## src/rtl/chicken_pkg.sv

```systemverilog
// Shared state encoding and index helper for the chicken-race datapath.
package chicken_pkg;

   typedef enum logic [2:0] {
      IDLE      = 3'd0,
      SCAN      = 3'd1,
      WAIT_CARD = 3'd2,
      MOVE      = 3'd3,
      NEXT      = 3'd4,
      WIN       = 3'd5
   } state_e;

   // (v + 1) mod m, valid for v < m
   function automatic int unsigned mod_inc(input int unsigned v, input int unsigned m);
      return (v + 32'd1 >= m) ? 32'd0 : v + 32'd1;
   endfunction

endpackage

```

## src/rtl/chicken_target_scan.sv

```systemverilog
// Sequential occupancy scanner: one probe per cycle from pos[cur]+1 until a free tile is found,
// recording every chicken jumped on the way.
module chicken_target_scan
   import chicken_pkg::*;
#(
   parameter  int unsigned NUM_PLAYERS = 4,
   parameter  int unsigned NUM_TILES   = 24,
   localparam int unsigned POS_W       = $clog2(NUM_TILES),
   localparam int unsigned PW          = $clog2(NUM_PLAYERS)
) (
   input  logic                         clk,
   input  logic                         rst,
   input  logic                         scan_i,
   input  logic                         start_i,
   input  logic [PW-1:0]                cur_i,
   input  logic [NUM_PLAYERS*POS_W-1:0] pos_flat_i,
   output logic                         done_c_o,
   output logic [POS_W-1:0]             target_o,
   output logic [NUM_PLAYERS-1:0]       jump_mask_o
);

   logic [POS_W-1:0]       pos_c [NUM_PLAYERS];
   logic [POS_W-1:0]       probe_c;
   logic [NUM_PLAYERS-1:0] hit_c;
   logic [POS_W-1:0]       cand_q, cand_d;
   logic [POS_W-1:0]       target_q, target_d;
   logic [NUM_PLAYERS-1:0] mask_q, mask_d;

   // The first probe comes straight from the mover's position; later probes from cand_q.
   always_comb begin
      cand_d   = cand_q;
      target_d = target_q;
      mask_d   = mask_q;
      done_c_o = 1'b0;
      for (int unsigned i = 0; i < NUM_PLAYERS; i++) begin
         pos_c[i] = pos_flat_i[i*POS_W +: POS_W];
      end
      probe_c = start_i ? POS_W'(mod_inc(32'(pos_c[cur_i]), NUM_TILES)) : cand_q;
      for (int unsigned j = 0; j < NUM_PLAYERS; j++) begin
         hit_c[j] = (PW'(j) != cur_i) && (pos_c[j] == probe_c);
      end
      if (scan_i) begin
         mask_d = start_i ? '0 : mask_q;
         if (|hit_c) begin
            mask_d = mask_d | hit_c;
            cand_d = POS_W'(mod_inc(32'(probe_c), NUM_TILES));
         end else begin
            done_c_o = 1'b1;
            target_d = probe_c;
         end
      end
   end

   always_ff @(posedge clk or negedge rst) begin
      if (!rst) begin
         cand_q   <= '0;
         target_q <= '0;
         mask_q   <= '0;
      end else begin
         cand_q   <= cand_d;
         target_q <= target_d;
         mask_q   <= mask_d;
      end
   end

   assign target_o    = target_q;
   assign jump_mask_o = mask_q;

endmodule

```

## src/rtl/chicken_race_datapath.sv

```systemverilog
// Chicken-race game datapath: tile track, positions, turn pointer, move and win detection.
// Optional build macro FEATHER_STEAL_EN: jumped chickens hand their feathers to the mover.
module chicken_race_datapath
   import chicken_pkg::*;
#(
   parameter  int unsigned NUM_PLAYERS = 4,
   parameter  int unsigned NUM_TILES   = 24,
   parameter  int unsigned PIC_W       = 4,
   parameter  int unsigned WIN_LAPS    = 2,
   localparam int unsigned POS_W       = $clog2(NUM_TILES),
   localparam int unsigned PW          = $clog2(NUM_PLAYERS)
) (
   input  logic                         clk,
   input  logic                         rst,
   input  logic                         tile_wr_en,
   input  logic [POS_W-1:0]             tile_wr_addr,
   input  logic [PIC_W-1:0]             tile_wr_pic,
   input  logic                         start,
   input  logic                         card_valid,
   input  logic [PIC_W-1:0]             card_pic,
   output logic                         card_ready,
   output logic [PW-1:0]                cur_player,
   output logic [NUM_PLAYERS*POS_W-1:0] pos_flat,
   output logic                         go,
   output logic                         miss,
   output logic                         win,
   output logic [PW-1:0]                winner
);

   localparam int unsigned SPACING = NUM_TILES / NUM_PLAYERS;

   state_e                 state_q, state_d;
   logic [PW-1:0]          cur_q, cur_d;
   logic [POS_W-1:0]       pos_q [NUM_PLAYERS];
   logic [POS_W-1:0]       pos_d [NUM_PLAYERS];
   logic [PIC_W-1:0]       tile_q [NUM_TILES];
   logic                   scan_start_q;
   logic                   scan_done_c;
   logic                   win_c;
   logic                   go_q, miss_q, ready_q, win_q;
   logic [PW-1:0]          winner_q;
   logic [POS_W-1:0]       target;
   logic [NUM_PLAYERS-1:0] jump_mask;

`ifdef FEATHER_STEAL_EN
   localparam int unsigned FW = $clog2(NUM_PLAYERS + 1);
   logic [FW-1:0] feath_q [NUM_PLAYERS];
   logic [FW-1:0] feath_d [NUM_PLAYERS];
`else
   localparam int unsigned LAP_W = $clog2(WIN_LAPS + 1);
   logic [LAP_W-1:0] laps_q [NUM_PLAYERS];
   logic [LAP_W-1:0] laps_d [NUM_PLAYERS];
   logic             unused_jump_mask;
   assign unused_jump_mask = ^jump_mask;
`endif

   chicken_target_scan #(
      .NUM_PLAYERS (NUM_PLAYERS),
      .NUM_TILES   (NUM_TILES)
   ) u_scan (
      .clk         (clk),
      .rst         (rst),
      .scan_i      (state_q == SCAN),
      .start_i     (scan_start_q),
      .cur_i       (cur_q),
      .pos_flat_i  (pos_flat),
      .done_c_o    (scan_done_c),
      .target_o    (target),
      .jump_mask_o (jump_mask)
   );

   always_comb begin
      state_d = state_q;
      cur_d   = cur_q;
      pos_d   = pos_q;
      win_c   = 1'b0;
`ifdef FEATHER_STEAL_EN
      feath_d = feath_q;
`else
      laps_d  = laps_q;
`endif
      unique case (state_q)
         IDLE: if (start) state_d = SCAN;
         SCAN: if (scan_done_c) state_d = WAIT_CARD;
         WAIT_CARD: begin
            if (card_valid) state_d = (card_pic == tile_q[target]) ? MOVE : NEXT;
         end
         MOVE: begin
            pos_d[cur_q] = target;
`ifdef FEATHER_STEAL_EN
            for (int unsigned j = 0; j < NUM_PLAYERS; j++) begin
               if (jump_mask[j]) begin
                  feath_d[cur_q] = feath_d[cur_q] + feath_q[j];
                  feath_d[j]     = '0;
               end
            end
            win_c = (feath_d[cur_q] == FW'(NUM_PLAYERS));
`else
            // A target behind the old position means the chicken passed tile 0.
            if ((target < pos_q[cur_q]) && (laps_q[cur_q] != LAP_W'(WIN_LAPS))) begin
               laps_d[cur_q] = laps_q[cur_q] + LAP_W'(1);
            end
            win_c = (laps_d[cur_q] == LAP_W'(WIN_LAPS));
`endif
            state_d = win_c ? WIN : SCAN;
         end
         NEXT: begin
            cur_d   = PW'(mod_inc(32'(cur_q), NUM_PLAYERS));
            state_d = SCAN;
         end
         WIN: state_d = WIN;
         default: state_d = IDLE;
      endcase
   end

   always_ff @(posedge clk or negedge rst) begin
      if (!rst) begin
         state_q      <= IDLE;
         cur_q        <= '0;
         scan_start_q <= 1'b0;
         go_q         <= 1'b0;
         miss_q       <= 1'b0;
         ready_q      <= 1'b0;
         win_q        <= 1'b0;
         winner_q     <= '0;
         for (int unsigned i = 0; i < NUM_PLAYERS; i++) begin
            pos_q[i] <= POS_W'(i * SPACING);
`ifdef FEATHER_STEAL_EN
            feath_q[i] <= FW'(1);
`else
            laps_q[i] <= '0;
`endif
         end
      end else begin
         state_q      <= state_d;
         cur_q        <= cur_d;
         pos_q        <= pos_d;
`ifdef FEATHER_STEAL_EN
         feath_q      <= feath_d;
`else
         laps_q       <= laps_d;
`endif
         scan_start_q <= (state_d == SCAN) && (state_q != SCAN);
         go_q         <= (state_d == MOVE);
         miss_q       <= (state_d == NEXT);
         ready_q      <= (state_d == WAIT_CARD);
         win_q        <= (state_d == WIN);
         if (state_d == WIN) winner_q <= cur_d;
      end
   end

   // Tile pictures survive reset; writes land only while idle.
   always_ff @(posedge clk) begin
      if (tile_wr_en && (state_q == IDLE)) tile_q[tile_wr_addr] <= tile_wr_pic;
   end

   always_comb begin
      pos_flat = '0;
      for (int unsigned i = 0; i < NUM_PLAYERS; i++) begin
         pos_flat[i*POS_W +: POS_W] = pos_q[i];
      end
   end

   assign card_ready = ready_q;
   assign cur_player = cur_q;
   assign go         = go_q;
   assign miss       = miss_q;
   assign win        = win_q;
   assign winner     = winner_q;

endmodule

```

## config.mk

```make
export PLATFORM = sky130hd
export DESIGN_NAME = chicken_race_datapath
export DESIGN_NICKNAME = d
export VERILOG_FILES = /design/src/rtl/chicken_pkg.sv /design/src/rtl/chicken_target_scan.sv /design/src/rtl/chicken_race_datapath.sv
export SDC_FILE = /design/constraint.sdc
export NUM_CORES = 1
export LEC_CHECK = 0
export ABC_AREA = 1
export CAP_MARGIN = 20
export CORE_UTILIZATION = 40
export CTS_BUF_LIST = sky130_fd_sc_hd__clkbuf_2 sky130_fd_sc_hd__clkbuf_4 sky130_fd_sc_hd__clkbuf_8
export CTS_CLUSTER_DIAMETER = 30
export DETAILED_ROUTE_END_ITERATION = 10
export PLACE_DENSITY = 0.63
export RECOVER_POWER = 50
export SLEW_MARGIN = 20
export SYNTH_ARGS = -nofsm -noshare
export SYNTH_HDL_FRONTEND = slang
export SYNTH_HIERARCHICAL = 1
export SYNTH_SLANG_ARGS = --single-unit
```

## constraint.sdc

```tcl
create_clock -name clk -period 9.8 [get_ports clk]
set_input_delay 2.94 -clock clk [delete_from_list [all_inputs] [get_ports clk]]
set_output_delay 2.94 -clock clk [all_outputs]
set_load 0.05 [all_outputs]
```

==> flow_summary.json, run 1 <==
{
  "status": "finished, violations left",
  "violations": "capacitance limit, slew limit",
  "routed-via-count": 6558,
  "clock-sinks": 146,
  "maxUsedRoutingLayer": "met4",
  "cts-buffers-inserted": 17,
  "max-vdd-ir-drop_mv": 0.129,
  "period_share": 0.610,
  "gr-total-overflow": 0,
  "portBuffers": 45,
  "drc_errors": 0,
  "cp_cell_sequence": "clkbuf_1, clkdlybuf4s50_1",
  "clock_latency_ns": 0.45,
  "grt_use_total": 0.205,
  "synth_nets": 1021,
  "ant_nets": 0,
  "netlist_area_sq_um": 8030,
  "path_max_fanout": 42,
  "grt_max_degree": 54,
  "reg2regPathDepth": 25,
  "hold_path_class": "reg2reg",
  "cts_buffer_depth": 2,
  "grt_pass1_vias": 5820,
  "startpoint_type": "register",
  "slowest_stage": "clkbuf_1",
  "tightest_slew_ns": 2.68,
  "antenna_found_initial": 0,
  "layout_min_cycle_time_ns": 5.98,
  "wl_um": 20000,
  "fin_util": 0.459,
  "final_hold_viol_count": 0,
  "timing.fmax_mhz": 167,
  "root_buffer": "clkbuf_8",
  "slew_viol_final": 94,
  "grt_setup_unrepaired": "no",
  "area_delta_synth_final_pct": 11.9,
  "start_util": 0.410,
  "finalClockSkew_ns": 0.0191,
  "nNetsFinal": 1061,
  "cellLeakagePower_nw": 3.90,
  "dr.pass1.iters": 5,
  "diodes": 0,
  "routedWlPerCell_um": 15.3,
  "cp.arrival_ns": 3.04,
  "maxCapViolCount": 2,
  "h-tree-depth": 4,
  "drive_gt1_frac": 0.0634,
  "dieArea_sq_um": 20600,
  "rows": 51,
  "ios": 46,
  "hold_buffers": 0,
  "hpwl_um": 13800,
  "postSynthCellCount": 989,
  "cpPeakStageDelay_ns": 1.23,
  "slew-limit-headroom": -0.784,
  "die_h_um": 144,
  "die_x_um": 144,
  "layout_setup_ws_ns": 3.82,
  "synth.avg_cell_area_sq_um": 8.12,
  "core-area_sq_um": 19600,
  "wl_met1_um": 9110,
  "grt_pass1_wl_um": 31400,
  "cts_tree": "built",
  "cp_data_required_time_ns": 6.86,
  "first_iter_violations": 506,
  "power_mw": 2.74,
  "dp_slack_ns": 5.03,
  "path_class": "reg2out",
  "p_per_area_nw_per_um2": 305,
  "clk_pin_slew_ns": 0.09,
  "finalSetupViolCount": 0,
  "ff2ff_setup_slack_ns": 4.08,
  "wl_met3_um": 925,
  "vias_per_cell": 5.02,
  "whs_ns": 0.480,
  "crit_path_end_kind": "output port",
  "wl_met2_um": 9600,
  "cts_setup_buffers": 0,
  "gp_congestion": 0.923,
  "cts_resized": 0,
  "ys_warn_count": 6,
  "fin_setup_tns_ns": 0,
  "whs_path_depth": 2
}
[metrics by stage]
stage                     instances  area (sq um)
final                          1306          8980
after global routing           1306          8980
after CTS                      1306          9050
after detailed placement       1275          8670
after global placement         1275          8670
after floorplan                 989          8030
[routing by layer]
metal  up-vias  track usage
met5         -            0
met4         0       0.0610
met3        23       0.0340
met2       186        0.332
met1      3037        0.281
li1       3312            -
[cells in the final DEF, fill, tap and decap left out, types with 2 or more instances in the layout]
master           instances
nand2_1                327
nand3_1                126
nor2_1                 104
inv_1                  102
edfxtp_1                96
o21ai_0                 47
dfrtp_1                 44
clkdlybuf4s50_1         40
a21oi_1                 20
clkbuf_8                17
o21ai_1                 16
ha_1                    14
nand4_1                 13
nand2_2                  8
inv_6                    6
dfstp_2                  6
nand3_2                  6
a32o_1                   4
dlygate4sd3_1            4
inv_2                    3
clkinv_1                 3
clkinv_4                 3
buf_4                    3
nand2_4                  3
clkinvlp_2               2
nor3_2                   2
o211ai_1                 2
nand3b_1                 2
nor3_1                   2
bufinv_16                2
clkbuf_1                 2
nor2_2                   2
xor2_1                   2
[layout make-up]
class                   count  area (sq um)
clock buffers              17           234
clock inverters            14           151
fillers                  1961         10600
inverters                 107           403
multi-input cells         707          3250
flip-flops and latches    146          4140
well taps                 265           332
repair buffers             50           475
[power by group]
part           switching (mW)  total, mW  leakage, nW  internal, mW
Clock                   0.236      0.464        0.193         0.228
Sequential              0.122      0.859         1.51         0.737
Combinational           0.982       1.42         2.20         0.437
Total                    1.34       2.74         3.90          1.40
[worst max-delay path, delay by kind of cell, from the launching register on]
kind | cells | cell delay (ns)
DFF | 1 | 0.33
buffers and inverters | 2 | 2.26
[registers in the layout, summed over array words and instances (netlist names)]
name	flops
laps_q	8
u_scan/target_o	5
scan_start_q	1
winner	2
miss	1
u_scan/cand_q	5
go	1
state_q	3
tile_q	96
win	1
cur_player	2
card_ready	1
pos_flat	20
[final timing paths]
path                             startpoint                to
max                           cur_player[0]     cur_player[0]
min                        u_scan/cand_q[3]  u_scan/cand_q[3]
max reg2reg                   cur_player[0]        card_ready
min reg2reg                u_scan/cand_q[3]  u_scan/cand_q[3]
max in group asynchronous               rst       pos_flat[4]
min in group asynchronous               rst         laps_q[0]
Power figures use the tool's default switching activity.
==> run 2: changes to the inputs <==
--- a/config.mk
+++ b/config.mk
@@ -11,7 +11,7 @@
 export CTS_BUF_LIST = sky130_fd_sc_hd__clkbuf_2 sky130_fd_sc_hd__clkbuf_4 sky130_fd_sc_hd__clkbuf_8
 export CTS_CLUSTER_DIAMETER = 30
 export DETAILED_ROUTE_END_ITERATION = 10
-export PLACE_DENSITY = 0.63
+export PLACE_DENSITY = 0.65
 export RECOVER_POWER = 50
 export SLEW_MARGIN = 20
 export SYNTH_ARGS = -nofsm -noshare
==> constraint.sdc (replaced) <==
create_clock -name clk -period 5.5 [get_ports clk]
set_input_delay 1.65 -clock clk [delete_from_list [all_inputs] [get_ports clk]]
set_output_delay 1.65 -clock clk [all_outputs]
set_load 0.05 [all_outputs]
==> run 2 against run 1 <==
Effect of this change:
- the run still ends with capacitance limit, slew limit left
- non-clock buffer count stayed put
- critical path depth grew 16
- utilization up 0.38 points
- first-iteration DRC count is 3.4% lower
- hold slack better by 0.0028 ns
- sequential share of layout area fell by 0.38 points
- global-route usage is 0.49 points higher
- clock skew shrank 0.0042 ns
- critical path type is now reg2reg
- critical endpoint is now winner[0]
- highest routed layer unchanged
==> flow_summary.json, run 2 (synthesis gave the netlist of run 1 again) <==
{
  "die_h_um": 144,
  "ant_nets": 0,
  "layout_commonest_cell": "nand2_1",
  "startpoint_type": "register",
  "path_class": "reg2reg",
  "period_share": 0.745,
  "p_clk_frac": 0.168,
  "p_per_area_nw_per_um2": 552,
  "final_area_sq_um": 9060,
  "crit_top_cell": "nand2_1",
  "cp_cell_sequence": "buf_4, clkinvlp_2, nand2_1, a32o_1, ha_1, a21oi_1, o21a_1, nand3_2, nand2_1, o21ai_1, nor2_1, nand2_1, nand3_1, nand3_1, nand3_4, nand2_2, nand2_1, nand2_1",
  "ios": 46,
  "wl_met1_um": 8980,
  "p_int_mw": 2.50,
  "top_register": "tile_q",
  "maxCapViolCount": 1,
  "clock-sinks": 146,
  "first_iter_violations": 489,
  "grt_setup_unrepaired": "no",
  "wl_met3_um": 1200,
  "p_switching_mw": 2.51,
  "dieArea_sq_um": 20600,
  "clk_pin_slew_ns": 0.10,
  "hold_buffers": 0,
  "dp_slack_ns": 1.67,
  "max-vdd-ir-drop_mv": 0.196,
  "layout_min_cycle_time_ns": 4.10,
  "timing.fmax_mhz": 244,
  "portBuffers": 45,
  "fin_setup_tns_ns": 0,
  "cp.arrival_ns": 4.45,
  "wl_met2_um": 9860,
  "rows": 51,
  "cpPeakStageDelay_ns": 0.70,
  "post_dp_cell_area_sq_um": 8670,
  "finalClockSkew_ns": 0.0149,
  "drc_errors": 0,
  "dr.pass1.iters": 5,
  "grt_pass1_wl_um": 32000,
  "slew_viol_final": 51,
  "gp_congestion": 0.966,
  "path_max_fanout": 24,
  "status": "finished, violations left",
  "grt_max_degree": 54,
  "tightest_slew_ns": 2.69,
  "gr-total-overflow": 0,
  "combinationalPowerShare": 0.520,
  "final_cell_mix": "nand2_1 (322), nand3_1 (122), inv_1 (102), nor2_1 (102), edfxtp_1 (96)",
  "die_x_um": 144,
  "routed-via-count": 6563,
  "fillers": 1948,
  "cellLeakagePower_nw": 3.94,
  "layout_setup_ws_ns": 1.40,
  "slew-limit-headroom": -0.793,
  "diodes": 0,
  "finalSetupViolCount": 0,
  "h-tree-depth": 4,
  "crit_path_end_kind": "register",
  "cp_data_required_time_ns": 5.85,
  "p_sw_frac": 0.501,
  "routedWlPerCell_um": 15.6,
  "grt_use_total": 0.210,
  "maxUsedRoutingLayer": "met4",
  "area_delta_synth_final_pct": 12.8,
  "antenna_found_initial": 0,
  "root_buffer": "clkbuf_8",
  "cts-buffers-inserted": 17,
  "grt_pass1_vias": 6044,
  "core-area_sq_um": 19600,
  "cts_tree": "built",
  "seqPwrFrac": 0.312,
  "hpwl_um": 13800,
  "drive_gt1_frac": 0.0768,
  "wl_um": 20400,
  "nNetsFinal": 1061,
  "largest_reg_flops": 96,
  "cts_setup_buffers": 0,
  "slowest_stage": "dfrtp_1",
  "cts_resized": 0,
  "hold_path_class": "reg2reg",
  "cts_buffer_depth": 2,
  "violations": "capacitance limit, slew limit",
  "final_hold_viol_count": 0,
  "vias_per_cell": 5.02,
  "clock_latency_ns": 0.46,
  "start_util": 0.410
}
run 2: layout make-up:
cell class	instances	area, sq um	area share
clock buffer	17	234	0.0258
clock inverter	15	160	0.0177
inverter	107	403	0.0445
multi-input combinational	707	3310	0.365
sequential	146	4140	0.457
tap	265	332	0.0366
timing repair buffer	50	479	0.0529
run 2: per-layer routing:
layer | vias up | global-route usage
li1 | 3319 | -
met1 | 3028 | 0.271
met2 | 182 | 0.350
met3 | 34 | 0.0397
met4 | 0 | 0.0756
met5 | - | 0
run 2: worst paths after layout:
kind                                   from                to  slack [ns]  cells after the start
setup reg to reg              cur_player[0]         winner[0]        1.40                     18
hold reg to reg            u_scan/cand_q[4]  u_scan/cand_q[4]        0.48                      2
hold / removal             u_scan/cand_q[4]  u_scan/cand_q[4]        0.48                      2
max in group asynchronous               rst      pos_flat[17]        1.83                      2
setup / recovery              cur_player[0]         winner[0]        1.40                     18
min in group asynchronous               rst         laps_q[3]        2.12                      2
run 2: power groups by stage:
stage / Clock [mW] / Sequential (mW) / Combinational [mW]
floorplan: 0 / 1.68 / 1.83
global placement: 0 / 1.58 / 2.55
detailed placement: 0 / 1.59 / 2.57
CTS: 0.855 / 1.56 / 2.59
global route: 0.902 / 1.58 / 2.90
finish: 0.841 / 1.56 / 2.60
run 2: per-stage QoR:
step | std cells | power, mW | utilization | hold WS, ns
after floorplan | 989 | 3.50 | - | 0.434
after global placement | 1275 | 4.14 | 0.443 | 0.455
after detailed placement | 1275 | 4.16 | 0.443 | 0.460
after CTS | 1307 | 5.00 | 0.463 | 0.484
after global routing | 1307 | 5.39 | 0.462 | 0.503
final | 1307 | 5.00 | 0.462 | 0.483
run 2: critical path: cells and delay by family (launching register included):
family / cells / cell delay [ns]
simple gates: 11 / 1.32
compound gates: 4 / 0.67
flops: 1 / 0.70
fa+ha+maj: 1 / 0.24
buf+inv: 2 / 1.01
==> run 3: changes to the inputs <==
==> constraint.sdc (replaced) <==
create_clock -name clk -period 3.5 [get_ports clk]
set_input_delay 1.05 -clock clk [delete_from_list [all_inputs] [get_ports clk]]
set_output_delay 1.05 -clock clk [all_outputs]
set_load 0.05 [all_outputs]
==> run 3 against run 2 <==
Effect of this change:
- the run now ends clean
- clock power rose by 61%
- highest routed layer unchanged
- critical path type unchanged
- combinational power rose by 68%
- sequential cell count did not move
- register-to-register slack worse by 1.1 ns
- total power is 62% higher
- clock skew increased by 0.0055 ns
- sequential share of layout area down 1.1 points
- count of clock-buffer cells in the layout grew 1
- critical endpoint is now winner[1]
- hold slack improved by 0.0015 ns
- routed wire length increased by 1.0%
- die area is the same
==> flow_summary.json, run 3 (synthesis gave the netlist of run 1 again) <==
{
  "final_hold_viol_count": 0,
  "crit_buf_inv": 2,
  "start_util": 0.410,
  "cts_buffer_depth": 2,
  "power_mw": 8.11,
  "min_to": "u_scan/cand_q[4]",
  "cp_data_required_time_ns": 3.85,
  "h-tree-depth": 4,
  "ant_nets": 0,
  "path_class": "reg2reg",
  "cts-buffers-inserted": 17,
  "cpPeakStageDelay_ns": 0.52,
  "layout_commonest_cell": "nand2_1",
  "whs_path_depth": 2,
  "gr-total-overflow": 0,
  "status": "finished, final reports clean",
  "timing.fmax_mhz": 314,
  "stdcell_count": 1334,
  "maxCapViolCount": 0,
  "nNetsFinal": 1088,
  "slew-limit-headroom": 0.164,
  "dieArea_sq_um": 20600,
  "ff2ff_setup_slack_ns": 0.32,
  "routedWlPerCell_um": 15.5,
  "routed-via-count": 6659,
  "path_max_fanout": 13,
  "wl_um": 20600,
  "clock-sinks": 146,
  "p_per_area_nw_per_um2": 874,
  "critical-path-top-delay-family": "simple AND/OR/NAND/NOR gates",
  "slowest_stage": "dfrtp_1",
  "largest_reg_flops": 96,
  "cp.arrival_ns": 3.53,
  "max-vdd-ir-drop_mv": 0.328,
  "top_register": "tile_q",
  "ios": 46,
  "clk_pin_slew_ns": 0.09,
  "finalClockSkew_ns": 0.0204,
  "antenna_found_initial": 0,
  "rows": 51,
  "portBuffers": 45,
  "crit_path_end_kind": "register",
  "die_x_um": 144,
  "reg2regPathDepth": 17,
  "drive_gt1_frac": 0.104,
  "clock_latency_ns": 0.47,
  "grt_max_degree": 51,
  "fin_setup_tns_ns": 0,
  "grt_pass1_vias": 6113,
  "worst_r2r_endpoint": "winner[1]",
  "root_buffer": "clkbuf_8",
  "crit_top_cell": "nand2_1",
  "first_iter_violations": 534,
  "crit_cells": 17,
  "grt_use_total": 0.213,
  "die_h_um": 144,
  "area_delta_synth_final_pct": 15.6,
  "tightest_slew_ns": 1.25,
  "startpoint_type": "register",
  "dp_cells": 1298,
  "dr.pass1.iters": 5,
  "drc_errors": 0,
  "layout_min_cycle_time_ns": 3.18,
  "grt_pass1_wl_um": 32600,
  "final_cell_mix": "nand2_1 (321), nand3_1 (122), nor2_1 (102), inv_1 (100), edfxtp_1 (96)",
  "finalSetupViolCount": 0,
  "hpwl_um": 14700,
  "core-area_sq_um": 19600,
  "cellLeakagePower_nw": 4.08,
  "period_share": 0.910,
  "vias_per_cell": 4.99,
  "cp_cell_sequence": "buf_4, clkinvlp_4, a32o_1, ha_1, a21oi_1, o21a_1, nand3_4, nand2_1, o21ai_1, nor2_1, nand2_1, nand3_1, nand3_1, nand3_4, nand2_2, nand2_1, nand2_1",
  "hold_path_class": "reg2reg",
  "regToRegStartpoint": "cur_player[1]",
  "diodes": 0,
  "worstHoldStart": "u_scan/cand_q[4]",
  "gp_congestion": 0.945,
  "slew_viol_final": 0,
  "cts_tree": "built"
}
==> run 3: cell types whose count changed in the layout (fill, tap and decap cells not counted), moves of 2 or more <==
cell / change
o21ai_0: -2
nand3_2: -2
clkbuf_1: +3
nand3_4: +2
buf_4: +23
clkinv_4: +3
inv_1: -2
==> run 3: repair_timing <==
action / in CTS / in global routing
setup buffers: 0 / 4
setup endpoints to repair: 0 / 5
hold buffers: 0 / 0
gates resized for setup: 0 / 11
==> run 3: worst max-delay path by stage <==
stage | from | end | slack (ns)
CTS | cur_player[0] | winner[1] | 0.1
floorplan | cur_player[0] | card_ready | 0.06
finish | cur_player[1] | winner[1] | 0.32
detailed placement | cur_player[0] | winner[1] | 0.15
global route | cur_player[0] | card_ready | -0.009
global placement | cur_player[0] | winner[1] | 0.23
==> run 3: power by group <==
group	switching [mW]	internal, mW
Combinational	2.94	1.45
Sequential	0.309	2.06
Clock	0.745	0.610
Total	3.99	4.12
==> run 3: area by class of cell <==
type,instances,area [sq um]
fillers,1888,10300
flip-flops and latches,146,4140
multi-input cells,707,3330
repair buffers,77,669
inverters,107,408
well taps,265,332
clock buffers,18,241
clock inverters,14,159
==> run 3: stage by stage <==
step / utilization / setup WS (ns) / hold WS [ns] / area, sq um
finish: 0.474 / 0.315 / 0.484 / 9280
global route: 0.474 / -0.00932 / 0.506 / 9280
CTS: 0.472 / 0.0962 / 0.487 / 9240
detailed placement: 0.451 / 0.153 / 0.463 / 8840
global placement: 0.451 / 0.231 / 0.458 / 8840
floorplan: - / 0.0573 / 0.434 / 8030
==> run 3: worst min-delay path, delay by kind of cell, from the launching register on <==
family | cells | cell delay (ns)
simple gates | 2 | 0.10
flops | 1 | 0.36
==> run 3: per-layer routing <==
metal	vias to the layer above	wire length, um	GRT usage
met5	-	0	0
met4	0	459	0.0745
met3	28	1050	0.0430
met2	186	9920	0.351
met1	3070	9210	0.277
li1	3375	-	-
